==> src/rtl/lc3_pkg.sv <==
// Shared encodings and opcode classifiers for the LC3 pipeline control.
package lc3_pkg;

  localparam logic [3:0] OP_BR  = 4'b0000;
  localparam logic [3:0] OP_ADD = 4'b0001;
  localparam logic [3:0] OP_LD  = 4'b0010;
  localparam logic [3:0] OP_ST  = 4'b0011;
  localparam logic [3:0] OP_AND = 4'b0101;
  localparam logic [3:0] OP_LDR = 4'b0110;
  localparam logic [3:0] OP_STR = 4'b0111;
  localparam logic [3:0] OP_NOT = 4'b1001;
  localparam logic [3:0] OP_LDI = 4'b1010;
  localparam logic [3:0] OP_STI = 4'b1011;
  localparam logic [3:0] OP_JMP = 4'b1100;
  localparam logic [3:0] OP_LEA = 4'b1110;

  typedef enum logic [1:0] {
    MEM_RD   = 2'd0,
    MEM_IND  = 2'd1,
    MEM_WR   = 2'd2,
    MEM_IDLE = 2'd3
  } mem_state_e;

  function automatic logic is_alu(input logic [3:0] op);
    return (op == OP_ADD) || (op == OP_AND) || (op == OP_NOT) || (op == OP_LEA);
  endfunction

  function automatic logic is_ctrl(input logic [3:0] op);
    return (op == OP_BR) || (op == OP_JMP);
  endfunction

  function automatic logic is_load(input logic [3:0] op);
    return (op == OP_LD) || (op == OP_LDR) || (op == OP_LDI);
  endfunction

  function automatic logic is_store(input logic [3:0] op);
    return (op == OP_ST) || (op == OP_STR) || (op == OP_STI);
  endfunction

  // Instructions whose base/first source register sits in bits 8:6.
  function automatic logic reads_sr1(input logic [3:0] op);
    return (op == OP_ADD) || (op == OP_AND) || (op == OP_NOT) ||
           (op == OP_LDR) || (op == OP_STR) || (op == OP_JMP);
  endfunction

endpackage

==> src/rtl/lc3_dep_check.sv <==
// Register dependency check between the decode and execute instructions.
module lc3_dep_check
  import lc3_pkg::*;
(
  input  logic [15:0] IR,
  input  logic [15:0] IR_Exec,
  input  logic        exec_valid,
  output logic        bypass_alu_1,
  output logic        bypass_alu_2,
  output logic        load_use
);

  logic [3:0] op_d;
  logic [3:0] op_x;
  logic [2:0] dr_x;
  logic       sr1_hit;
  logic       sr2_hit;
  logic       st_hit;
  logic       unused_bits;

  assign op_d        = IR[15:12];
  assign op_x        = IR_Exec[15:12];
  assign dr_x        = IR_Exec[11:9];
  assign unused_bits = ^{IR[4:3], IR_Exec[8:0]};

  // Source-register matches against the execute-stage destination; bubbles never match.
  always_comb begin
    sr1_hit      = reads_sr1(op_d) && (dr_x == IR[8:6]);
    sr2_hit      = ((op_d == OP_ADD) || (op_d == OP_AND)) && !IR[5] && (dr_x == IR[2:0]);
    st_hit       = is_store(op_d) && (dr_x == IR[11:9]);
    bypass_alu_1 = exec_valid && is_alu(op_x) && sr1_hit;
    bypass_alu_2 = exec_valid && is_alu(op_x) && (sr2_hit || st_hit);
    load_use     = exec_valid && is_load(op_x) && (sr1_hit || sr2_hit || st_hit);
  end

endmodule

==> src/rtl/lc3_pipe_ctrl.sv <==
// Pipeline controller: memory sequencer, branch counter and stage enables.
module lc3_pipe_ctrl
  import lc3_pkg::*;
(
  input  logic        clk,
  input  logic        reset,
  input  logic        complete_instr,
  input  logic        complete_data,
  input  logic [15:0] IMem_dout,
  input  logic [15:0] IR,
  input  logic [15:0] IR_Exec,
  input  logic [2:0]  NZP,
  input  logic [2:0]  psr,
  output logic        enable_updatePC,
  output logic        enable_fetch,
  output logic        enable_decode,
  output logic        enable_execute,
  output logic        enable_writeback,
  output logic        de_valid,
  output logic        br_taken,
  output logic        bypass_alu_1,
  output logic        bypass_alu_2,
  output logic [1:0]  mem_state
);

  mem_state_e mem_q;
  mem_state_e mem_d;
  logic [1:0] br_cnt;
  logic [1:0] br_cnt_d;
  logic       exec_valid;
  logic       byp1;
  logic       byp2;
  logic       load_use;
  logic       mem_stall;
  logic       fetch_ctrl;
  logic       br_hit;
  logic [3:0] op_x;
  logic       unused_imem;

  assign op_x        = IR_Exec[15:12];
  assign mem_state   = mem_q;
  assign mem_stall   = (mem_q != MEM_IDLE);
  assign unused_imem = ^IMem_dout[11:0];
  // Only a fresh fetch starts a branch; while br_cnt runs the same word may still be on the bus.
  assign fetch_ctrl  = is_ctrl(IMem_dout[15:12]) && (br_cnt == 2'd0);
  assign br_hit      = (op_x == OP_JMP) || ((op_x == OP_BR) && ((NZP & psr) != 3'b000));

  lc3_dep_check u_dep (
    .IR           (IR),
    .IR_Exec      (IR_Exec),
    .exec_valid   (exec_valid),
    .bypass_alu_1 (byp1),
    .bypass_alu_2 (byp2),
    .load_use     (load_use)
  );

  // State register; exec_valid mirrors what the Decode->Execute register captured.
  always_ff @(posedge clk) begin
    if (reset) begin
      mem_q      <= MEM_IDLE;
      br_cnt     <= '0;
      exec_valid <= 1'b0;
    end else begin
      mem_q      <= mem_d;
      br_cnt     <= br_cnt_d;
      exec_valid <= de_valid;
    end
  end

  // Memory sequencer next state.
  always_comb begin
    mem_d = mem_q;
    unique case (mem_q)
      MEM_IDLE: begin
        if (exec_valid && enable_execute) begin
          case (op_x)
            OP_LD, OP_LDR:  mem_d = MEM_RD;
            OP_LDI, OP_STI: mem_d = MEM_IND;
            OP_ST, OP_STR:  mem_d = MEM_WR;
            default:        mem_d = MEM_IDLE;
          endcase
        end
      end
      MEM_IND: if (complete_data) mem_d = (op_x == OP_LDI) ? MEM_RD : MEM_WR;
      MEM_RD:  if (complete_data) mem_d = MEM_IDLE;
      MEM_WR:  if (complete_data) mem_d = MEM_IDLE;
      default: mem_d = MEM_IDLE;
    endcase
  end

  // Stage enables in priority order: reset, memory stall, load-use, branch, normal.
  always_comb begin
    enable_updatePC  = 1'b0;
    enable_fetch     = 1'b0;
    enable_decode    = 1'b0;
    enable_execute   = 1'b0;
    enable_writeback = 1'b0;
    de_valid         = 1'b0;
    br_taken         = 1'b0;
    bypass_alu_1     = 1'b0;
    bypass_alu_2     = 1'b0;
    if (reset) begin
      enable_writeback = 1'b0;
    end else if (mem_stall) begin
      enable_writeback = (mem_q == MEM_RD) && complete_data;
    end else if (load_use) begin
      enable_execute   = 1'b1;
      enable_writeback = 1'b1;
    end else begin
      enable_updatePC  = !(fetch_ctrl || (br_cnt == 2'd2));
      enable_fetch     = complete_instr;
      enable_decode    = 1'b1;
      enable_execute   = 1'b1;
      enable_writeback = 1'b1;
      de_valid         = (br_cnt != 2'd1);
      br_taken         = (br_cnt == 2'd1) && br_hit;
    end
    if (!reset) begin
      bypass_alu_1 = byp1;
      bypass_alu_2 = byp2;
    end
  end

  // Branch counter: load on a recognised control fetch, count down on unstalled cycles.
  always_comb begin
    br_cnt_d = br_cnt;
    if (enable_decode && fetch_ctrl)
      br_cnt_d = 2'd2;
    else if (!mem_stall && !load_use && (br_cnt != 2'd0))
      br_cnt_d = br_cnt - 2'd1;
  end

endmodule
==> config.mk <==
export PLATFORM = sky130hd
export DESIGN_NAME = lc3_pipe_ctrl
export DESIGN_NICKNAME = d
export VERILOG_FILES = /design/src/rtl/lc3_pkg.sv /design/src/rtl/lc3_dep_check.sv /design/src/rtl/lc3_pipe_ctrl.sv
export SDC_FILE = /design/constraint.sdc
export NUM_CORES = 1
export LEC_CHECK = 0
export BUFFER_PORTS_ARGS = -buffer_cell sky130_fd_sc_hd__buf_2
export CAP_MARGIN = 20
export CELL_PAD_IN_SITES_DETAIL_PLACEMENT = 2
export CELL_PAD_IN_SITES_GLOBAL_PLACEMENT = 2
export CORE_ASPECT_RATIO = 2
export CORE_UTILIZATION = 15
export DETAILED_ROUTE_END_ITERATION = 8
export HOLD_SLACK_MARGIN = 0.08
export PLACE_DENSITY = 0.86
export SYNTH_ARGS = -nofsm -noshare
export SYNTH_HDL_FRONTEND = slang
export SYNTH_HIERARCHICAL = 1
export SYNTH_SLANG_ARGS = --single-unit
export TNS_END_PERCENT = 10
==> constraint.sdc <==
create_clock -name clk -period 2.3 [get_ports clk]
set_clock_uncertainty 0.1 [all_clocks]
set_input_delay 0.115 -clock clk [delete_from_list [all_inputs] [get_ports clk]]
set_output_delay 0.115 -clock clk [all_outputs]
set_load 0.01 [all_outputs]
Yosys cells after proc, flatten, opt, wreduce, memory -nomap -nowiden
Index checks and enable logic that the tools add are counted.
{ "op_classes": {"div": 0, "shift": 0, "n_addsub": 1, "mux": 29, "n_mul": 0, "order_cmp": 0, "n_reduce_logical": 52, "n_eq_ne": 33, "bitwise_logic": 1} }
{ "ops": {"columns": ["operator", "count"], "rows": [
  ["4-bit == test, second input constant", 9],
  ["4-bit by 3-bit == test with 1-bit output, second input constant", 6],
  ["1-bit two-way mux", 21],
  ["1-bit logical OR", 18],
  ["1-bit logical AND", 17],
  ["4-bit by 2-bit == test with 1-bit output, second input constant", 3],
  ["2-bit two-way mux", 6],
  ["2-bit one-hot mux with 3 select lines", 2],
  ["2-bit OR reduction", 5],
  ["3-bit == test", 3],
  ["4-bit by 1-bit == test with 1-bit output, second input constant", 2],
  ["4-bit zero test", 2],
  ["2-bit == test, second input constant", 3],
  ["2-bit inequality test, second input constant", 3],
  ["2-bit by 1-bit == test with 1-bit output, second input constant", 2],
  ["1-bit zero test", 4],
  ["2-bit zero test", 2],
  ["2-bit by 1-bit inequality test with 1-bit output, second input constant", 2],
  ["2-bit nonzero test", 2],
  ["3-bit bitwise AND", 1],
  ["3-bit AND reduction", 1],
  ["3-bit nonzero test", 1],
  ["2-bit by 1-bit subtractor with 2-bit output, second input constant", 1]
]} }
{ "word_totals": {"memories": 0, "mem_bits_rw": 0, "mem_bits_ro": 0, "latchBits": 0, "input_bits": 58, "out_inout_bits": 11, "word_cells": 120, "regBits": 5} }

Logic depth before layout (Yosys ltp)
{ "logic_depth": {"ltp_word": 15, "mapped_depth": 7, "depth_no_buf": 7} }

By module
The synthesis kept the hierarchy.
{ "by_module_without_submodules": {"columns": ["mod", "seq_area_each_um2", "area_each_um2", "instances", "cells_per_inst"], "rows": [
  ["lc3_pipe_ctrl", 100.1, 415.4, 1, 50],
  ["lc3_dep_check", 0.0, 206.4, 1, 28]
]} }

Least setup slack after synthesis
Ideal clock, no wire load.
{ "synth_timing": {"path_kind": "input port to flip-flop", "start": "input port IR[13]", "end": "register br_cnt[1]", "required_time_ns": 2.142, "t_arrival_ns": 1.891, "setup_time_ns": 0.058, "path_buffers": 0, "cell_stages": 7, "setup_slack_ns": 0.251, "path_cell_list": "or4b_1 nor4_1 a41oi_1 a211oi_2 and4bb_2 a221oi_1 o21a_1"} }
{ "synth_between": {"elab_chain_cells": 15, "elab_cells_between_ends": 31, "cone_classes": "eq/ne (8); mux (4); reduce/logical (19)"} }
{ "synth_rtl": {"columns": ["element", "line", "text"], "rows": [
  ["start: declaration", "lc3_pipe_ctrl.sv:10", "input logic [15:0] IR,"],
  ["4-bit by 1-bit == test with 1-bit output or 4-bit by 3-bit == test with 1-bit output (tied branches)", "lc3_pkg.sv:42, lc3_dep_check.sv:29", null],
  ["1-bit logical OR", "lc3_pkg.sv:42, lc3_dep_check.sv:29", null],
  ["1-bit logical OR (2 in series)", "lc3_pkg.sv:42", "return (op == OP_ADD) || (op == OP_AND) || (op == OP_NOT) ||"],
  ["1-bit logical OR (2 in series)", "lc3_pkg.sv:43", "(op == OP_LDR) || (op == OP_STR) || (op == OP_JMP);"],
  ["1-bit logical AND", "lc3_dep_check.sv:28", "sr1_hit = reads_sr1(op_d) && (dr_x == IR[8:6]);"],
  ["1-bit logical OR", "lc3_dep_check.sv:33", "load_use = exec_valid && is_load(op_x) && (sr1_hit || sr2_hit || st_hit);"],
  ["1-bit logical OR *", "lc3_dep_check.sv:33", null],
  ["1-bit logical AND *", "lc3_dep_check.sv:33", null],
  ["named net load_use", "lc3_pipe_ctrl.sv:33", "logic load_use;"],
  ["1-bit two-way mux", "lc3_pipe_ctrl.sv:106", "end else if (load_use) begin"],
  ["1-bit two-way mux", "lc3_pipe_ctrl.sv:104", "end else if (mem_stall) begin"],
  ["1-bit two-way mux", "lc3_pipe_ctrl.sv:102", "if (reset) begin"],
  ["1-bit logical AND", "lc3_pipe_ctrl.sv:127", "if (enable_decode && fetch_ctrl)"],
  ["2-bit two-way mux or 2-bit nonzero test (tied branches)", null, null],
  ["end signal: assignment", "lc3_pipe_ctrl.sv:65", "br_cnt <= br_cnt_d;"],
  ["end: declaration", "lc3_pipe_ctrl.sv:28", "logic [1:0] br_cnt;"]
]} }
Mark *: on every way through the listed nets, which the timed path passes. The rest lies on a longest branch.
A chain may end at the register's enable or synchronous reset.

Worst setup path in the final report
{ "layout_timing": {"start": "input port IR[13]", "end": "output port enable_fetch"} }
{ "layout_between": {"elab_chain_cells": 13, "elab_cells_between_ends": 25, "cone_classes": "eq/ne (8); mux (3); reduce/logical (14)"} }
{ "layout_rtl": {"columns": ["element", "line", "text"], "rows": [
  ["4-bit by 1-bit == test with 1-bit output or 4-bit by 3-bit == test with 1-bit output (tied branches)", "lc3_pkg.sv:42, lc3_dep_check.sv:29", null],
  ["1-bit logical OR", "lc3_pkg.sv:42, lc3_dep_check.sv:29", null],
  ["1-bit logical OR (2 in series)", "lc3_pkg.sv:42", null],
  ["1-bit logical OR (2 in series)", "lc3_pkg.sv:43", null],
  ["1-bit logical AND", "lc3_dep_check.sv:28", null],
  ["1-bit logical OR", "lc3_dep_check.sv:33", null],
  ["1-bit logical OR *", "lc3_dep_check.sv:33", null],
  ["1-bit logical AND *", "lc3_dep_check.sv:33", null],
  ["named net load_use", "lc3_pipe_ctrl.sv:33", null],
  ["1-bit two-way mux *", "lc3_pipe_ctrl.sv:106", null],
  ["1-bit two-way mux *", "lc3_pipe_ctrl.sv:104", null],
  ["1-bit two-way mux *", "lc3_pipe_ctrl.sv:102", null],
  ["end: declaration", "lc3_pipe_ctrl.sv:15", "output logic enable_fetch,"]
]} }
Marks and branches as above.

==> reports/qor.yml <==
status: "complete, no violations"
yosysSeqAreaShare_pct: 16.10
critical_path_class: "in2out"
ant_nets: 0
placed_cell_area_um2: 929.6
vias: 822
vias_per_cell: 4.567
period_needed_ns: 2.100
slew-limit-headroom_pct: 76.89
syn_nets: 139
ir_worst_vdd_v: 0.0003475
power_density_mw_per_mm2: 602.0
path_max_fanout: 5
grt_antenna_before_repair: 0
overflow: 0
clk_latency_ns: 0.22
synthCells: 78
ys.warnings.count: 6
reg2reg_from: "exec_valid$_SDFF_PP0_"
hpwlAfterDp_um: 2190
wirelength_um: 2550
fin_ws_ns: 0.1999
critPathSlowestCell: "or4b_1"
cts_sinks: 5
synth_flop_cell: "dfxtp_1"
synth_top_area_share_pct: 16.10
first_pass_iters: 4
cts_max_level: 1
synth_cell_types: 42
cts_root_buf: "clkbuf_8"
place_inst: 176
synth_area_um2: 621.8
cpMostUsedCell: "buf_2"
synth-compound-area-share_pct: 27.57
synth-simple-area-share_pct: 30.99
diodes: 0
synth_xor_area_share_pct: 14.08
drive_gt1_share_pct: 48.84
yosysMostFrequentCell: "nor2_1"
synth_top_family_by_area: "simple AND/OR/NAND/NOR gates"
path_cells: "buf_2, or4b_1, nor4_2, a41oi_2, a211oi_2, or3_4, inv_2, and2_1, buf_2"
gr-usage-all-layers_pct: 11.72
preCtsSetupSlack_ns: -0.08851
nets: 191
gp_congestion: 0.6959
maxCapViolCount: 0
yosys-mux-area-fraction_pct: 1.610
die_area_mm2: 0.004423
end_kind: "output port"
synthArstFlopShare_pct: 0
setup_viol: 0
n_fill_cell: 493
stdcell_area_um2: 988.4
die_x_um: 47.53
synth_commonest_cells: "8 x nor2_1, 6 x xnor2_1, 5 x a21oi_1, 5 x dfxtp_1, 5 x nand2_1"
cpLargestDelayFamily: "simple AND/OR/NAND/NOR gates"
wl_per_cell_um: 14.17
drc: 0
cts_buffers: 3
hold_viol: 0
first_global_vias: 905
slowest_delay_ns: 0.53
hold_path_class: "in2reg"
tightest_slew_ns: 0.3438
required_ns: 2.09
fin_setup_tns_ns: 0
syn-mean-instance-area_um2: 7.972
rsz0062_at_grt: "false"
power_mw: 0.5950
synth_area_leaders: "dfxtp_1 16%, xnor2_1 8.5%, a211oi_2 6.0%"
core_area_mm2: 0.003924
layout.cells.non_filler: 180
path_buf_inv: 3
fmax_mhz: 476.2
grt_max_degree: 10
cts_max_path_buffers: 2
cts_tree: "built"
power_leakage_nw: 0.4433
pin_count: 69
yosysTopAreaCell: "dfxtp_1"
maxSlewViolCount: 0
arrival_ns: 1.89
clkSlewWorstSetupHoldPaths_ns: 0.04
fp-row-count: 32
syn_to_final_growth_pct: 58.95
crit_start: "IR[13]"
crit_path_start_kind: "input port"
synth-adder-area-share_pct: 6.036
dr.first_iter.drc_count: 8
min_period_over_period_pct: 91.31
synth_seq_cells: 5
grt_pass1_wl_um: 3712
portBuffers: 45
synth-edff-count: 0
start_util_pct: 15.85
hold_start: "reset"
die_y_um: 93.06
per-layer routing:
| metal | vias up | track usage (%) | part of all wire (%) |
|---|---|---|---|
| li1 | 396 | - | - |
| met4 | 0 | 1.389 | 0 |
| met1 | 389 | 8.608 | 31 |
| met5 | - | 0 | 0 |
| met2 | 37 | 25.00 | 60 |
| met3 | 0 | 4.440 | 8.3 |
stage by stage:
step           util, %  hold slack, ns
3_3_place_gp     23.69          0.3330
3_5_place_dp     23.69          0.3330
6_report         25.19          0.1086
4_1_cts          24.84          0.1071
2_1_floorplan        -          0.2278
5_1_grt          25.19          0.1166
what timing repair did:
action / in CTS / in global routing
resized for setup: 0 / 2
buffers inserted: 0 / 0
hold endpoints to repair: 0 / 0
setup endpoints to repair: 0 / 1
hold buffers: 0 / 0
final timing paths:
path,cells past startpoint,slack (ns),to
max,9,0.20,enable_fetch
max reg2reg,5,0.64,br_cnt[1]$_SDFFE_PP0P_
min reg2reg,1,0.43,br_cnt[1]$_SDFFE_PP0P_
min,2,0.11,br_cnt[0]$_SDFFE_PP0P_
flip-flops by register name (all words and copies together), names as in the netlist:
| signal | flops |
|---|---|
| br_cnt | 2 |
| mem_state | 2 |
| exec_valid | 1 |
report_power, final:
group,switching [mW],leakage [nW],total [mW],internal [mW]
Combinational,0.153,0.379,0.287,0.134
Sequential,0.0315,0.0414,0.145,0.114
Clock,0.0433,0.0228,0.162,0.119
Total,0.228,0.443,0.595,0.367
area by class of cell:
class / count / area, um^2 / area share [%]
sequential: 5 / 100.1 / 10.13
multi-input combinational: 67 / 513.0 / 51.90
clock buffer: 4 / 45.04 / 4.557
tap: 51 / 63.81 / 6.456
inverter: 5 / 18.77 / 1.899
timing repair buffer: 48 / 247.7 / 25.06
layout by cell type (no fill, tap or decap), drive strengths merged, types with 2 or more instances in the layout:
master  netlist  routed
xnor2         6       6
nand3b        2       2
nand2         6       6
a21oi         5       5
or3           3       3
dfxtp         5       5
ha            3       3
clkbuf        1       4
buf           0      48
a211oi        3       3
nor2          8       8
nor2b         2       2
inv           5       5
xor2          4       4
cells by family after synthesis:
group | Yosys count
adders and majority gates | 3
muxes | 1
and+or+nand+nor | 32
xor gates and xnor gates | 10
buffers and inverters | 6
DFF | 5
AOI/OAI and AO/OA | 21
(Power assumes the default switching activity.)
